`src/rtl/rectify_pkg.sv`:
```
// Shared types and constants for the rectification frame controller.
package rectify_pkg;

  typedef enum logic [2:0] {
    ST_IDLE    = 3'd0,
    ST_PREFILL = 3'd1,
    ST_RUN     = 3'd2,
    ST_DONE    = 3'd3,
    ST_ERROR   = 3'd4
  } state_t;

  localparam logic [2:0] ERR_NONE    = 3'd0;
  localparam logic [2:0] ERR_VLAST   = 3'd1;
  localparam logic [2:0] ERR_LLAST   = 3'd2;
  localparam logic [2:0] ERR_RLAST   = 3'd3;
  localparam logic [2:0] ERR_TIMEOUT = 3'd4;

  // Bits needed to hold the values 0..n inclusive.
  function automatic int cnt_width(input int n);
    return (n < 1) ? 1 : $clog2(n + 1);
  endfunction

endpackage

```
`src/rtl/frame_beat_cnt.sv`:
```
// Per-stream beat counter, saturating at MAX, flagging a last marker on the wrong beat.
module frame_beat_cnt #(
  parameter int MAX = 32,
  parameter int CW  = 6
) (
  input  logic          clk,
  input  logic          rst,
  input  logic          clr,
  input  logic          en,
  input  logic          beat,
  input  logic          last,
  output logic [CW-1:0] cnt,
  output logic          mismatch
);

  logic hit;
  logic at_last;

  assign hit      = en & beat;
  // The beat being accepted now is number cnt+1; only number MAX may carry last.
  assign at_last  = (cnt == CW'(MAX - 1));
  assign mismatch = hit & (last != at_last);

  always_ff @(posedge clk or negedge rst) begin
    if (!rst) begin
      cnt <= '0;
    end else if (clr) begin
      cnt <= '0;
    end else if (hit && (cnt != CW'(MAX))) begin
      cnt <= cnt + CW'(1);
    end
  end

endmodule

```
`src/rtl/rectify_frame_ctrl.sv`:
```
// Frame sequencer for the rectifier: starts the video and LUT sources, checks
// framing on all three streams, runs a stall watchdog and reports completion.
module rectify_frame_ctrl
  import rectify_pkg::*;
#(
  parameter int  IMG_WIDTH  = 640,
  parameter int  IMG_HEIGHT = 480,
  parameter int  PREFILL    = 355,
  parameter int  WDOG       = 4096,
  localparam int FRAME_PIX  = IMG_WIDTH * IMG_HEIGHT,
  localparam int CW         = cnt_width(FRAME_PIX)
) (
  input  logic          clk,
  input  logic          rst,
  input  logic          frame_req,
  input  logic          abort,
  input  logic          vtvalid,
  input  logic          vtready,
  input  logic          vtlast,
  input  logic          ltvalid,
  input  logic          ltready,
  input  logic          ltlast,
  input  logic          recvalid,
  input  logic          reclast,
  output logic          sv_start,
  output logic          sl_start,
  output logic          busy,
  output logic          frame_done,
  output logic [2:0]    err_code,
  output logic [CW-1:0] out_cnt,
  output state_t        fsm_state,
  output logic [CW-1:0] video_cnt,
  output logic [CW-1:0] lut_cnt
);

  localparam int WW = cnt_width(WDOG);

  state_t        state;
  logic [WW-1:0] wdog_cnt;

  logic       active, start, clr;
  logic       vbeat, lbeat, any_beat;
  logic       v_mis, l_mis, r_mis;
  logic       timeout, prefill_hit, rec_done;
  logic [2:0] err_now;

  assign vbeat    = vtvalid & vtready;
  assign lbeat    = ltvalid & ltready;
  assign any_beat = vbeat | lbeat | recvalid;

  assign active = (state == ST_PREFILL) || (state == ST_RUN);
  assign start  = ((state == ST_IDLE) || (state == ST_ERROR)) && frame_req && !abort;
  assign clr    = abort | start;

  frame_beat_cnt #(.MAX(FRAME_PIX), .CW(CW)) u_video_cnt (
    .clk(clk), .rst(rst), .clr(clr), .en(active),
    .beat(vbeat), .last(vtlast), .cnt(video_cnt), .mismatch(v_mis)
  );

  frame_beat_cnt #(.MAX(FRAME_PIX), .CW(CW)) u_lut_cnt (
    .clk(clk), .rst(rst), .clr(clr), .en(active),
    .beat(lbeat), .last(ltlast), .cnt(lut_cnt), .mismatch(l_mis)
  );

  frame_beat_cnt #(.MAX(FRAME_PIX), .CW(CW)) u_out_cnt (
    .clk(clk), .rst(rst), .clr(clr), .en(active),
    .beat(recvalid), .last(reclast), .cnt(out_cnt), .mismatch(r_mis)
  );

  assign prefill_hit = (state == ST_PREFILL) && vbeat && (video_cnt == CW'(PREFILL - 1));
  assign rec_done    = active && recvalid && reclast && !r_mis;
  assign timeout     = !any_beat && (wdog_cnt == WW'(WDOG - 1));

  // Simultaneous faults report the lowest code.
  always_comb begin
    err_now = ERR_NONE;
    if (v_mis)        err_now = ERR_VLAST;
    else if (l_mis)   err_now = ERR_LLAST;
    else if (r_mis)   err_now = ERR_RLAST;
    else if (timeout) err_now = ERR_TIMEOUT;
  end

  assign fsm_state = state;

  always_ff @(posedge clk or negedge rst) begin
    if (!rst) begin
      state      <= ST_IDLE;
      sv_start   <= 1'b0;
      sl_start   <= 1'b0;
      busy       <= 1'b0;
      frame_done <= 1'b0;
      err_code   <= ERR_NONE;
      wdog_cnt   <= '0;
    end else begin
      sv_start   <= 1'b0;
      sl_start   <= 1'b0;
      frame_done <= 1'b0;
      if (abort) begin
        state    <= ST_IDLE;
        busy     <= 1'b0;
        err_code <= ERR_NONE;
        wdog_cnt <= '0;
      end else begin
        case (state)
          ST_IDLE, ST_ERROR: begin
            if (frame_req) begin
              state    <= ST_PREFILL;
              sv_start <= 1'b1;
              busy     <= 1'b1;
              err_code <= ERR_NONE;
              wdog_cnt <= '0;
            end
          end
          ST_PREFILL, ST_RUN: begin
            wdog_cnt <= any_beat ? '0 : wdog_cnt + WW'(1);
            if (err_now != ERR_NONE) begin
              state    <= ST_ERROR;
              err_code <= err_now;
              busy     <= 1'b0;
            end else if (rec_done) begin
              state      <= ST_DONE;
              frame_done <= 1'b1;
            end else if (prefill_hit) begin
              state    <= ST_RUN;
              sl_start <= 1'b1;
            end
          end
          ST_DONE: begin
            state <= ST_IDLE;
            busy  <= 1'b0;
          end
          default: begin
            state <= ST_IDLE;
            busy  <= 1'b0;
          end
        endcase
      end
    end
  end

endmodule

```
`config.mk`:
```
export PLATFORM = sky130hd
export DESIGN_NAME = rectify_frame_ctrl
export DESIGN_NICKNAME = d
export VERILOG_FILES = /design/src/rtl/rectify_pkg.sv /design/src/rtl/frame_beat_cnt.sv /design/src/rtl/rectify_frame_ctrl.sv
export SDC_FILE = /design/constraint.sdc
export NUM_CORES = 1
export LEC_CHECK = 0
export CAP_MARGIN = 20
export CORE_ASPECT_RATIO = 1.2
export CORE_MARGIN = 8
export CORE_UTILIZATION = 50
export CTS_BUF_LIST = sky130_fd_sc_hd__clkbuf_2
export DETAILED_ROUTE_END_ITERATION = 16
export PLACE_DENSITY = 0.77
export SLEW_MARGIN = 20
export SYNTH_ARGS = -nofsm -noshare
export SYNTH_HDL_FRONTEND = slang
export SYNTH_SLANG_ARGS = --single-unit
```
`constraint.sdc`:
```
create_clock -name clk -period 2.6 [get_ports clk]
set_clock_uncertainty 0.2 [all_clocks]
set_input_delay 0.39 -clock clk [delete_from_list [all_inputs] [get_ports clk]]
set_output_delay 0.39 -clock clk [all_outputs]
set_load 0.02 [all_outputs]
```
## Word-level counts from Yosys, hierarchy flattened

Cells that the tools add are included.
Widths: inputs -> output; s select.

- Output and inout bits: 67
- Word-level logic and storage cells: 110
- Bits of input ports: 12
- Register bits after elaboration: 80

- Muxes and demuxes: 40
- Bitwise logic cells: 11
- $add $sub $neg: 4
- Reduce and logical (&&, ||, !) cells: 28
- Eq/ne operators: 17

Operators by type and width:

| cell | count |
|---|---|
| $mux 19 | 6 |
| $add 19x1->19 const B | 3 |
| $eq 19x19->1 const B | 3 |
| $ne 19x19->1 const B | 3 |
| $mux 13 | 3 |
| $mux 3 | 12 |
| $pmux 13 s2 | 1 |
| $eq 19x9->1 const B | 1 |
| $mux 1 | 15 |
| $add 13x1->13 const B | 1 |
| $eq 13x12->1 const B | 1 |
| $pmux 3 s2 | 2 |
| $logic_and 1x1->1 | 11 |
| $and 1x1->1 | 8 |
| $ne 3x3->1 const B | 2 |
| $reduce_and 2->1 | 3 |
| $reduce_bool 2->1 | 3 |
| $reduce_bool 3->1 | 2 |
| $ne 5x5->1 const B | 1 |
| $reduce_or 2->1 | 2 |
| $eq 3x1->1 const B | 1 |
| $eq 3x2->1 const B | 1 |
| $eq 3x3->1 const B | 1 |
| $logic_not 1->1 | 3 |
| other kinds (6) | 11 |

## Longest topological paths before layout

Gate-level depths: netlist (run 1).

- Depth in word-level cells: 13
- Gate-level depth with buffers: 8
- Gate-level depth less buffers: 8

## By module

From an unflattened synthesis (run 1), not the netlist that was laid out.

- Cells, all modules: 508
- Area total of the unflattened synthesis: 4760.8 um2

By module, submodules not included:

| module | cells an instance | area each (um2) | instances | seq. area each (um2) |
|---|---|---|---|---|
| frame_beat_cnt | 123 | 1156.1 | 3 | 475.5 |
| rectify_frame_ctrl | 139 | 1292.5 | 1 | 575.6 |

## Worst setup path after synthesis (run 1)

OpenSTA, ideal clock, no wires.

- Path kind: register to register
- From: register u_out_cnt.cnt[1]
- To: register err_code[1]
- Slack: 0.041 ns
- Path buffers: 0
- Data required time: 2.274 ns
- Period minus slack after synthesis: 2.559 ns
- Setup time: 0.126 ns
- Cell stages (with the launch flop): 8
- Arrival: 2.233 ns
- Cells stage by stage: dfrtp_1 ha_1 nand2_1 or4b_4 o31a_1 o21ai_4 a21boi_1 a311o_1

- Word-level cells in the longest chain between the ends: 9
- Elaborated cells between the ends (all ways): 12
- Those cells by class: 3 x eq/ne; 6 x mux; 1 x bitwise; 2 x reduce/logical

Ends and longest elaborated chain:

| element | line | source |
|---|---|---|
| start: declaration | frame_beat_cnt.sv:12 | `output logic [CW-1:0] cnt,` |
| start signal: assignment | frame_beat_cnt.sv:30 | `cnt <= cnt + CW'(1);` |
| $eq 19x19->1 * | frame_beat_cnt.sv:21 | `assign at_last = (cnt == CW'(MAX - 1));` |
| $ne 1x1->1 * | frame_beat_cnt.sv:22 | `assign mismatch = hit & (last != at_last);` |
| $and 1x1->1 * | frame_beat_cnt.sv:22 |  |
| $mux 3 * | rectify_frame_ctrl.sv:79 | `else if (r_mis) err_now = ERR_RLAST;` |
| $mux 3 * | rectify_frame_ctrl.sv:78 | `else if (l_mis) err_now = ERR_LLAST;` |
| $mux 3 * | rectify_frame_ctrl.sv:77 | `if (v_mis) err_now = ERR_VLAST;` |
| $reduce_bool 3->1 / $mux 3 (equally long branches) | rectify_frame_ctrl.sv:116 | `if (err_now != ERR_NONE) begin` |
| $ne 3x3->1 (no source line) / $pmux 3 s2 (equally long branches) | -- |  |
| $reduce_and 3->1 (no source line) / $mux 3 (equally long branches) | -- |  |
| end signal: assignment | rectify_frame_ctrl.sv:118 | `err_code <= err_now;` |
| end: declaration | rectify_frame_ctrl.sv:29 | `output logic [2:0] err_code,` |

Every way passes the cells marked *; elsewhere a longest branch is shown, timed or not. The select of a mux whose other input is x is not followed.
A chain may end at the register's enable or synchronous reset.

## Worst setup path in the final report (run 1)

- From: register u_out_cnt.cnt[0]
- To: register state[0] (netlist: fsm_state[0])

- Word-level cells in the longest chain between the ends: 10
- Elaborated cells between the ends (all ways): 15
- Those cells by class: 3 x eq/ne; 7 x mux; 1 x bitwise; 4 x reduce/logical

Ends and longest elaborated chain:

| element | line | source |
|---|---|---|
| $eq 19x19->1 * | frame_beat_cnt.sv:21 |  |
| $ne 1x1->1 * | frame_beat_cnt.sv:22 |  |
| $and 1x1->1 * | frame_beat_cnt.sv:22 |  |
| $mux 3 | rectify_frame_ctrl.sv:79 |  |
| $mux 3 | rectify_frame_ctrl.sv:78 |  |
| $mux 3 | rectify_frame_ctrl.sv:77 |  |
| $reduce_bool 3->1 | rectify_frame_ctrl.sv:116 |  |
| $mux 3 | rectify_frame_ctrl.sv:116 |  |
| $pmux 3 s2 | rectify_frame_ctrl.sv:104 | `case (state)` |
| $mux 3 | rectify_frame_ctrl.sv:98 | `if (abort) begin` |
| end signal: assignment | rectify_frame_ctrl.sv:99 | `state <= ST_IDLE;` |
| end signal: assignment | rectify_frame_ctrl.sv:107 | `state <= ST_PREFILL;` |
| end signal: assignment | rectify_frame_ctrl.sv:117 | `state <= ST_ERROR;` |
| end: declaration | rectify_frame_ctrl.sv:38 | `state_t state;` |

Every way passes the cells marked *; elsewhere a longest branch is shown, timed or not.

==> results of run 1 <==
cell type report:
class,instances,area share (%)
multi-input cells,360,40.8
inverters,14,0.934
flip-flops and latches,80,35.6
clock buffers,10,0.890
well taps,117,2.60
clock inverters,6,0.890
repair buffers,109,18.2
metrics by stage:
stage	total power [W]	TNS, ns	setup slack (ns)
CTS	0.00207	0	0.0165
finish	0.00206	0	0.0573
floorplan	0.00135	0	0.0412
detailed placement	0.00144	-0.0401	-0.0282
global route	0.00214	0	0.00151
global placement	0.00144	0	0.0297
layer usage:
metal | GRT usage (%) | vias to the layer above | wire [um] | part of all wire [%]
met1 | 22.4 | 1906 | 4760 | 44
met5 | 0 | - | 0 | 0
met3 | 3.64 | 17 | 494 | 4.6
met4 | 8.22 | 0 | 246 | 2.3
met2 | 30.6 | 95 | 5310 | 49
li1 | - | 1864 | - | -
sequential cells by signal, indices dropped and copies added (netlist names):
name / flops
frame_done: 1
wdog_cnt: 13
u_out_cnt.cnt: 19
fsm_state: 3
sl_start: 1
err_code: 3
busy: 1
u_lut_cnt.cnt: 19
sv_start: 1
u_video_cnt.cnt: 19
placed cells by master (no fill, tap or decap), types with 4 or more instances in the layout:
| cell type | n |
|---|---|
| buf_4 | 30 |
| xnor2_1 | 28 |
| nor2_1 | 71 |
| nand3_1 | 21 |
| nor4_1 | 13 |
| and2_1 | 4 |
| inv_1 | 14 |
| ha_1 | 5 |
| xor2_1 | 24 |
| o21ai_0 | 19 |
| a21o_1 | 5 |
| nor3_1 | 13 |
| or3_1 | 7 |
| clkdlybuf4s50_1 | 77 |
| o31ai_1 | 5 |
| a21oi_1 | 10 |
| and3_1 | 14 |
| dfrtp_1 | 78 |
| nand4_1 | 17 |
| nand2_1 | 43 |
| clkbuf_2 | 10 |
| clkinv_1 | 4 |
timing repair:
action,CTS,global route
pin swaps,0,5
buffers inserted,0,2
hold buffers,1,0
cloned,0,0
setup endpoints to repair,1,15
resized for setup,1,11
hold endpoints to repair,80,0
logic make-up after synthesis:
| kind of cell | count (synthesis) |
|---|---|
| buf+inv | 26 |
| compound gates | 59 |
| fa+ha+maj | 8 |
| xor+xnor | 53 |
| simple gates | 237 |
| mux | 3 |
| flops | 80 |
critical path, cell delays in order, from the launching register on:
cell	delay [ns]
dfrtp_1	0.43
ha_2	0.21
nand2_1	0.10
or4b_4	0.53
or4_4	0.59
a41o_1	0.23
a21o_1	0.17
where the power goes:
| group | leakage [nW] | internal, W | switching, W |
|---|---|---|---|
| logic | 1.10 | 0.0000630 | 0.000101 |
| clock network | 0.0659 | 0.000212 | 0.000423 |
| registers | 1.11 | 0.00125 | 0.00000597 |
| total | 2.28 | 0.00153 | 0.000530 |
how the worst min path moves through the flow:
stage | endpoint | cells after the start | start
2_1_floorplan | busy | 0 | rst
3_3_place_gp | u_lut_cnt.cnt[9] | 1 | rst
3_5_place_dp | u_lut_cnt.cnt[9] | 1 | rst
4_1_cts | u_out_cnt.cnt[17] | 2 | rst
5_1_grt | u_out_cnt.cnt[12] | 2 | rst
6_report | u_out_cnt.cnt[18] | 2 | rst
==> out/qor.log, run 1 <==
qor: synthesis.multiplexer_share_of_the_synthesized_area 0.688%
qor: place.place_hpwl 8010 um
qor: final_layout.design_area 5620 um2
qor: sta.final.hold.worst_slack 0.0937 ns
qor: critical_path.r2r.worst_path.cells 6
qor: synthesis.post-synth-top-area-fraction 45.9%
qor: synthesis.synth_common_cells dfrtp_1 (80), nor2_1 (71), nand2_1 (43)
qor: routing.antenna_left 0
qor: final_layout.area_growth 28.9%
qor: clock_tree.cts_max_path_buffers 2
qor: die.core_area 8520 um2
qor: critical_path.setup.worst_path.end fsm_state[0]
qor: die.boundaryPins 79
qor: clock_tree.cts-buffers-inserted 9
qor: synthesis.synth_seq_cells 80
qor: critical_path.timing.critical_path.from_type flip-flop
qor: global_routing.antenna_found_initial 0
qor: power.cell_leakage_power 2.28 nW
qor: sta.max_slew.worst_pin.slew 0.570 ns
qor: clock_tree.root_buffer clkbuf_2
qor: critical_path.crit_path_max_fanout 4
qor: final_layout.final_cell_count_no_fill 696
qor: sta.maxClockFrequency 393 MHz
qor: outcome.run_status finished, final reports clean
qor: worst_hold_path.worst_hold_path_type input pin to async pin
qor: critical_path.worstSetupEndpointType flip-flop
qor: synthesis.async_reset_ff_share 100%
qor: routing.drt_drc_violations_left 0
qor: synthesis.xor_and_xnor_fraction_of_the_mapped_netlist_area 10.8%
qor: die.floorplan.initialDensity 51.2%
qor: synthesis.most_area_hungry_cell_type_in_the_yosys_netlist dfrtp_1
qor: critical_path.worstReg2RegStart u_out_cnt.cnt[0]
qor: synthesis.synth_top_family_by_area simple AND/OR/NAND/NOR gates
qor: critical_path.crit-reg2reg-capture fsm_state[0]
qor: synthesis.synthesis.yosys.warnings 0
qor: final_layout.fill_cell_count 722
qor: routing.via_per_inst 5.58
qor: sta.slew-limit-headroom 61.6%
qor: synthesis.synth_fa_ha_area_share 2.29%
qor: die.core.rowCount 37
qor: job.maximum_capacitance_violations 0
qor: final_layout.antennaDiodeCount 0
qor: die.floorplan_die_area 12,000 um2
qor: power.vdd.ir_drop.worst 0.224 mV
qor: die.die_w 101 um
qor: global_routing.grt_usage 18.4%
qor: place.place_inst 677
qor: synthesis.ys_seq_area_share 45.9%
qor: final_layout.finalNetCount 594
qor: clock_tree.htree_num_levels 3
qor: power.cellPowerDensity 366 nW/um2
qor: synthesis.yosys.cell_count.top_type dfrtp_1
qor: global_routing.grt_first_pass_wirelength 18,100 um
qor: synthesis.yosys.area_share.simple 28.8%
qor: sta.final-setup-viol-count 0
qor: global_routing.grt_pass1_vias 3,852
qor: routing.detail_route.first_pass.iterations 4
qor: synthesis.synth_top_flop_cell dfrtp_1
qor: critical_path.worstSetupPathType flip-flop to flip-flop
qor: critical_path.worst-r2r-setup-slack 0.06 ns
qor: final_layout.layout.area.seq 2000 um2
qor: place.gp_congestion 0.871
qor: synthesis.postSynthNetCount 486
qor: clock_tree.clk_transition_reported_paths 0.23 ns
qor: critical_path.setup.worst_path.start u_out_cnt.cnt[0]
qor: die.die_height 118 um
qor: sta.setup_repair_after_global_routing_missed_its_margin no
qor: sta.finalCriticalPeriod 2.54 ns
qor: place.placement.cell_area 5460 um2
qor: sta.timing.final.hold_violations 0
qor: place.numPortBuffers 78
qor: global_routing.grt_max_degree 51
qor: routing.vias 3,882
qor: synthesis.synth_area_leaders dfrtp_1 (46%), nor2_1 (6.1%), xnor2_1 (5.6%)
qor: routing.sum_of_routed_wire_length_over_all_layers 10,800 um
qor: routing.route.detailed.wl_per_inst 15.5 um
qor: routing.initialDrtViolationCount 139
qor: critical_path.cp.required 2.82 ns
qor: critical_path.worst-endpoint-arrival 2.76 ns
qor: sta.layout_worst_path_cycle_share 97.8%
qor: global_routing.grt_remaining_overflow 0
qor: synthesis.synthesis.instances 466
qor: synthesis.synth-compound-area-share 9.21%
qor: synthesis.synth.cell_area 4360 um2
qor: clock_tree.clkLatencyLatePin 0.53 ns
qor: synthesis.avgSynthCellArea 9.36 um2
qor: final_layout.drive_gt1_share 12.3%
qor: clock_tree.tritoncts built
qor: final_layout.final_util 66.0%
qor: synthesis.synth-edff-count 0
qor: synthesis.yosysUniqueCellTypes 57
qor: final_layout.area_of_combinational_cells_with_multiple_inputs 2290 um2
qor: clock_tree.cts_sinks 80
qor: sta.timing.final.max_slew_violations 0
No activity file was read; power rests on OpenSTA's default activity.
==> run 2: changes to the inputs <==
--- a/config.mk
+++ b/config.mk
@@ -11,7 +11,7 @@
 export CORE_UTILIZATION = 50
 export CTS_BUF_LIST = sky130_fd_sc_hd__clkbuf_2
 export DETAILED_ROUTE_END_ITERATION = 16
-export PLACE_DENSITY = 0.77
+export PLACE_DENSITY = 0.78
 export SLEW_MARGIN = 20
 export SYNTH_ARGS = -nofsm -noshare
 export SYNTH_HDL_FRONTEND = slang
==> run 2 against run 1 <==
Effect of this change:
- hold slack got worse by 0.014 ns
- non-clock buffer count rose by 2
- die area is the same
- sequential power about the same
- highest routed layer unchanged
==> out/qor.log, run 2 (synthesis results as in run 1) <==
qor: sta.final-setup-viol-count 0 [unchanged]
qor: critical_path.crit_slowest_cell or4_4
qor: sta.setup_repair_after_global_routing_missed_its_margin no
qor: place.place_inst 679 [+0.30%]
qor: sta.max_slew.worst_pin.slew 0.603 ns [+0.0329 ns]
qor: clock_tree.root_buffer clkbuf_2
qor: final_layout.finalNetCount 596 [+0.34%]
qor: outcome.run_status finished, final reports clean
qor: global_routing.grt_use_met1 22.0% [-0.38 points]
qor: routing.antenna_left 0 [unchanged]
qor: global_routing.grt_usage 18.6% [+0.12 points]
qor: die.core_area 8520 um2 [unchanged]
qor: final_layout.antennaDiodeCount 0 [unchanged]
qor: global_routing.grt_util_met3 5.05% [+1.4 points]
qor: routing.vias 3,868 [-0.36%]
qor: global_routing.grt_max_degree 52 [+2.0%]
qor: critical_path.worstReg2RegStart u_out_cnt.cnt[0]
qor: final_layout.registers_with_the_most_flip_flops u_lut_cnt.cnt: 19 flops, u_out_cnt.cnt: 19 flops, u_video_cnt.cnt: 19 flops
qor: critical_path.cp.required 2.87 ns [+0.05 ns]
qor: final_layout.area_growth 28.9% [about the same]
qor: power.cellPowerDensity 364 nW/um2 [-0.42%]
qor: die.floorplan.initialDensity 51.2% [unchanged]
qor: place.place_hpwl 7980 um [-0.37%]
qor: final_layout.fill_cell_count 722 [unchanged]
qor: global_routing.grt_first_pass_wirelength 18,100 um [unchanged]
qor: critical_path.crit_chain ha_2 > nand2_1 > or4b_4 > or4_4 > a41o_1 > a21o_1
qor: final_layout.area_of_combinational_cells_with_multiple_inputs 2280 um2 [-0.65%]
qor: final_layout.leading_cell_types_in_the_layout_fill_and_taps_excluded dfrtp_1 (79), clkdlybuf4s50_1 (77), nor2_1 (71)
qor: global_routing.grt_pass1_vias 3,837 [-0.39%]
qor: critical_path.path_delay_family simple AND/OR/NAND/NOR gates
qor: global_routing.groute.layer.met2.usage 30.7% [+0.041 points]
qor: sta.timing.final.max_slew_violations 0 [unchanged]
qor: critical_path.worstSetupEndpointType flip-flop
qor: critical_path.crit_path_max_fanout 4 [unchanged]
qor: critical_path.timing.critical_path.from_type flip-flop
qor: routing.drt_drc_violations_left 0 [unchanged]
qor: critical_path.worst-r2r-setup-slack 0.08 ns [+0.02 ns]
qor: place.gp_congestion 0.858 [-1.4%]
qor: critical_path.worst-endpoint-arrival 2.79 ns [+0.03 ns]
qor: sta.timing.final.hold_violations 0 [unchanged]
qor: routing.initialDrtViolationCount 157 [+13%]
qor: global_routing.antenna_found_initial 0 [unchanged]
qor: critical_path.crit-reg2reg-capture fsm_state[0]
qor: critical_path.setup.worst_path.start u_out_cnt.cnt[0]
qor: clock_tree.clkLatencyLatePin 0.55 ns [+0.02 ns]
qor: worst_hold_path.worst_hold_path_type input pin to async pin
qor: final_layout.layout.area.seq 2000 um2 [about the same]
qor: routing.via_per_inst 5.55 [-0.50%]
qor: die.core.rowCount 37 [unchanged]
qor: clock_tree.cts-buffers-inserted 9 [unchanged]
qor: job.maximum_capacitance_violations 0 [unchanged]
qor: final_layout.drive_gt1_share 12.2% [-0.021 points]
qor: place.numPortBuffers 78 [unchanged]
qor: die.floorplan_die_area 12,000 um2 [unchanged]
qor: clock_tree.tritoncts built
qor: sta.final_critical_path_setup_slack 0.0797 ns [+0.0224 ns]
qor: final_layout.final_cell_count_no_fill 697 [+0.14%]
qor: clock_tree.cts_sinks 80 [unchanged]
qor: final_layout.final_common_cell dfrtp_1
qor: sta.slew-limit-headroom 59.4% [-2.2 points]
qor: sta.finalCriticalPeriod 2.52 ns [-0.0224 ns]
qor: critical_path.cp.buffers_inverters 0 [unchanged]
qor: global_routing.grt_remaining_overflow 0 [unchanged]
qor: place.placement.setup.worst_slack -0.0348 ns [-0.00664 ns]
qor: critical_path.r2r.worst_path.cells 6 [unchanged]
qor: global_routing.globalRoute.busiestLayer met2
qor: power.vdd.ir_drop.worst 0.249 mV [+11%]
qor: routing.detail_route.first_pass.iterations 4 [unchanged]
qor: die.boundaryPins 79 [unchanged]
qor: clock_tree.cts_max_path_buffers 2 [unchanged]
qor: sta.maxClockFrequency 397 MHz [+0.89%]
qor: critical_path.worstSetupPathType flip-flop to flip-flop
qor: routing.sum_of_routed_wire_length_over_all_layers 10,800 um [about the same]
qor: clock_tree.clk_transition_reported_paths 0.21 ns [-0.02 ns]
qor: die.die_height 118 um [unchanged]
qor: clock_tree.htree_num_levels 3 [unchanged]
qor: die.die_w 101 um [unchanged]
qor: power.cell_leakage_power 2.29 nW [+0.54%]
qor: critical_path.critical-path-max-stage-delay 0.58 ns [about the same]
qor: sta.layout_worst_path_cycle_share 96.9% [-0.86 points]
qor: routing.route.detailed.wl_per_inst 15.5 um [-0.23%]
## run 2: cell count changes in the layout (fill, tap and decap cells not counted), sizes merged
cell      delta
buf          +2
clkinv       -2
clkinvlp     +1
## run 2: per-stage QoR
stage	setup TNS, ns	util (%)	hold slack (ns)	cell area [um2]	total power, W
after floorplan	0	-	-0.106	4360	0.00135
after global placement	0	64.3	0.165	5480	0.00144
after detailed placement	-0.0787	64.3	0.166	5480	0.00144
after CTS	0	65.6	0.0589	5590	0.00207
after global routing	0	66.0	0.0703	5620	0.00214
final	0	66.0	0.0797	5620	0.00205
## run 2: worst register-to-register path: cells and delay by family (launching register included)
kind,cells,cell delay [ns]
simple gates,3,1.21
flops,1,0.43
fa+ha+maj,1,0.21
compound gates,2,0.40
## run 2: timing repair
item                                   in CTS  in global routing
resized for setup                           1                  7
pin swaps                                   0                  2
hold buffers                                1                  0
setup endpoints to repair                   1                 15
endpoints found under the hold margin      80                  0
buffers inserted                            0                  2
## run 2: per-layer routing
| layer | share of wire, % | vias up |
|---|---|---|
| li1 | - | 1873 |
| met1 | 44 | 1877 |
| met2 | 49 | 94 |
| met3 | 5.1 | 24 |
| met4 | 2.0 | 0 |
| met5 | 0 | - |
## run 2: worst max-delay path by stage
| stage | endpoint | slack, ns | cells past startpoint |
|---|---|---|---|
| after floorplan | err_code[1] | 0.04 | 7 |
| after global placement | err_code[1] | 0.04 | 7 |
| after detailed placement | u_video_cnt.cnt[7] | -0.03 | 8 |
| after CTS | err_code[1] | 0.01 | 7 |
| after global routing | sl_start | 0.002 | 7 |
| final | fsm_state[0] | 0.08 | 6 |
## run 2: report_power, final
part | internal [W] | switching, W | total (W) | leakage (nW)
registers | 0.00125 | 0.00000609 | 0.00126 | 1.11
logic | 0.0000619 | 0.000100 | 0.000162 | 1.12
clock network | 0.000211 | 0.000417 | 0.000628 | 0.0605
total | 0.00152 | 0.000523 | 0.00205 | 2.29
## run 2: layout make-up
cell class              count  share of cell area (%)
multi-input cells         360                    40.6
well taps                 117                    2.60
inverters                  14                   0.935
clock inverters             5                   0.868
flip-flops and latches     80                    35.6
repair buffers            111                    18.5
clock buffers              10                   0.890
